File: src/rtl/datapath.sv
// datapath: elevator request latch, one-hot floor position and request-direction flags
module datapath #(
  parameter int n = 5
) (
  input  logic         clk,
  input  logic         rst,
  input  logic         open,
  input  logic         up,
  input  logic         down,
  input  logic [n-1:0] button_out,
  input  logic [n-1:0] button_in,
  output logic         request_i,
  output logic         request_j_gt_i,
  output logic         request_j_lt_i,
  output logic [n-1:0] i
);
  logic [n-1:0] req;
  logic [n-1:0] below;
  always_ff @(posedge clk) begin
    if (rst) begin
      req <= '0;
      i   <= {{(n-1){1'b0}}, 1'b1};
    end else begin
      req <= (req | ~button_out | ~button_in) & ~(open ? i : '0);
      i   <= (up && !down && !i[n-1]) ? i << 1 :
             (down && !up && !i[0])   ? i >> 1 : i;
    end
  end
  assign below          = i - 1'b1;
  assign request_i      = |(req & i);
  assign request_j_gt_i = |(req & ~(i | below));
  assign request_j_lt_i = |(req & below);
endmodule

File: config.mk
export PLATFORM = sky130hd
export DESIGN_NAME = datapath
export DESIGN_NICKNAME = d
export VERILOG_FILES = /design/src/rtl/datapath.sv
export SDC_FILE = /design/constraint.sdc
export NUM_CORES = 1
export LEC_CHECK = 0
export CORE_UTILIZATION = 36
export CTS_CLUSTER_DIAMETER = 50
export DETAILED_ROUTE_END_ITERATION = 16
export PLACE_DENSITY = 0.72
export SLEW_MARGIN = 20
export SYNTH_ARGS = -nofsm -noshare
export SYNTH_HDL_FRONTEND = slang
export SYNTH_SLANG_ARGS = --single-unit
File: constraint.sdc
create_clock -name clk -period 1.55 [get_ports clk]
set_input_delay 0.155 -clock clk [delete_from_list [all_inputs] [get_ports clk]]
set_output_delay 0.155 -clock clk [all_outputs]
set_load 0.05 [all_outputs]
==> impl_metrics.tcl <==
set metrics [dict create \
    diodes 0 \
    gp_congestion 0.835 \
    drv_slew 0 \
    start_util 0.408 \
    die_area_sq_um 1730 \
    cts.clk_slew.worst_paths_ns 0.07 \
    dp_hpwl_microns 1250 \
    max_freq_ghz 0.541 \
    max_stage_delay_ns 0.35 \
    cts_sinks 10 \
    synthCells 64 \
    rrSetupSlack_ns 0.28 \
    nNetsFinal 118 \
    ys.flop_type "dfxtp_1" \
    grt_pass1_wl_microns 2840 \
    stdcell_count 112 \
    top_layer "met4" \
    grt_pass1_vias 592 \
    grt_overflow 0 \
    endpoint_kind "primary output" \
    p_leak_nw 0.390 \
    track_usage 0.218 \
    synth-edff-count 0 \
    num_io_pins 23 \
    cp_slowest_cell "dfxtp_4" \
    layout_setup_ws_ns -0.298 \
    worst_ir_drop_vdd_mv 0.394 \
    min_from "button_in[1]" \
    synth_nets 84 \
    yosysWarnings 0 \
    cp-startpoint "i[1]" \
    fin_util 0.694 \
    vias 628 \
    port_buffers 22 \
    path_cells "inv_4 -> ha_4 -> nand3_4 -> ha_4 -> a222oi_1 -> nand2_2 -> buf_8" \
    arrival_ns 1.69 \
    crit_path_max_fanout 2 \
    holdPathStages 2 \
    via_per_inst 5.61 \
    cts_buffers 3 \
    drtIter0Drc 15 \
    insertion_delay_ns 0.26 \
    fp.coreArea_sq_um 1380 \
    postLayoutCellArea_sq_um 960 \
    hold_violations 0 \
    fin_hold_ws_ns 0.459 \
    h-tree-depth 1 \
    hold_path.class "primary input to register" \
    cpMostUsedCell "ha_4" \
    die_x_microns 41.6 \
    drc 0 \
    fin_crit_ns 1.85 \
    worstHoldEndpoint "req[1]" \
    grt_antenna_before_repair 0 \
    rsz0062_at_grt "true" \
    syn_to_final_growth_pct 70.1 \
    slew_headroom 0.751 \
    cp.required_ns 1.39 \
    start_kind "register" \
    ys_ff_latch 10 \
    violations "negative setup slack" \
    placed_cell_area_sq_um 868 \
    async_flop_share 0 \
    synth.distinct_cells 19 \
    wl_met1_microns 708 \
    std_cell_rows 13 \
    reg2reg_from "i[0]" \
    status "finished, violations left" \
    cts_tree "built" \
    clock-root-buffer "clkbuf_4" \
    met2WireLength_microns 834 \
    fin_crit_sh 1.19 \
    drive_gt1_frac 0.340 \
    routed_wl_microns 1630 \
    synth.avg_cell_area_sq_um 8.82 \
    ys_seq_area_frac 0.355 \
    antenna_left 0 \
    max_cap_violations 0 \
    wl_met3_microns 71 \
    setup_viol 2 \
    grt_max_degree 11 \
    wl_per_cell_microns 14.6 \
    worstRegToRegCells 4 \
    clock_path_buffers 2 \
    drt_first_pass_iters 4 \
    fin_skew_ns 0.00436 \
    r2r_end "i[4]" \
    dp.cells 107 \
    max_slew.worst_pin.slew_ns 0.372 \
    powerDensity_nw_per_um2 807 \
    fin_total_pwr_w 0.000774 \
    worstSetupPathType "register to primary output" \
    chipHeight_microns 41.6 \
    syn_area_sq_um 564 \
]
[how the worst max path moves through the flow]
stage / to / slack, ns / cells after the start
2_1_floorplan: request_j_lt_i / -0.12 / 6
3_3_place_gp: request_j_lt_i / -0.06 / 7
3_5_place_dp: request_j_lt_i / -0.11 / 7
4_1_cts: request_j_lt_i / -0.34 / 7
5_1_grt: request_j_lt_i / -0.38 / 7
6_report: request_j_lt_i / -0.30 / 7
[cell type report]
cell class | instances | area [sq um]
Fill cell | 130 | 423
Multi-Input combinational cell | 46 | 379
Timing Repair Buffer | 30 | 283
Sequential cell | 10 | 211
Clock buffer | 4 | 36.3
Inverter | 7 | 31.3
Tap cell | 15 | 18.8
[placed cells by master (no fill, tap or decap), types with 4 or more instances in the layout]
cell and count:
nor2b_1 4, nand3_1 4, a22oi_1 7, buf_6 4, buf_4 11, inv_1 5
clkdlybuf4s50_1 14, a221oi_1 4, dfxtp_1 5
[registers in the layout, summed over array words and instances (netlist names)]
signal / count
i: 5
req: 5
[worst max-delay path: cells and delay by family (launching register included)]
kind                       cells  cell delay [ns]
DFF                            1             0.35
adders and majority gates      2             0.35
AOI/OAI and AO/OA              1             0.32
buffers and inverters          2             0.23
and+or+nand+nor                2             0.18
[cells by family after synthesis]
family	share of synthesized area
AO/OA/AOI/OAI	0.279
adder cells (fa/ha/maj)	0.111
buffers and inverters	0.0532
flip-flops	0.355
AND/OR/NAND/NOR	0.202
[synthesized netlist by cell type (all sizes together), types with 3 or more instances]
library cell / instances / area [sq um]
nand3: 5 / 25.0
a22oi: 8 / 60.1
inv: 7 / 26.3
a21oi: 3 / 15.0
dfxtp: 10 / 200
a221oi: 4 / 35.0
nor2b: 4 / 25.0
ha: 5 / 62.6
nand2: 4 / 15.0
[where the power goes]
group          internal (W)  total (W)  switching, W
registers          0.000271   0.000288     0.0000173
logic              0.000122   0.000250      0.000128
clock network      0.000143   0.000236     0.0000931
total              0.000536   0.000774      0.000238
[what timing repair did]
| item | in CTS | in global routing |
|---|---|---|
| resized for setup | 6 | 3 |
| setup endpoints to repair | 2 | 3 |
| hold buffers | 0 | 0 |
| pin swaps | 3 | 3 |
| buffers inserted | 1 | 0 |
[per-stage QoR]
step           TNS, ns  setup WS (ns)
2_1_floorplan   -0.120         -0.120
3_3_place_gp   -0.0563        -0.0563
3_5_place_dp    -0.107         -0.107
4_1_cts         -0.376         -0.341
5_1_grt         -0.524         -0.380
6_report        -0.366         -0.298
[layer usage]
metal	vias to the layer above	global-route usage
li1	308	-
met3	4	0.0391
met1	295	0.285
met5	-	0
met2	21	0.356
met4	0	0.0774
(Power assumes the default switching activity.)
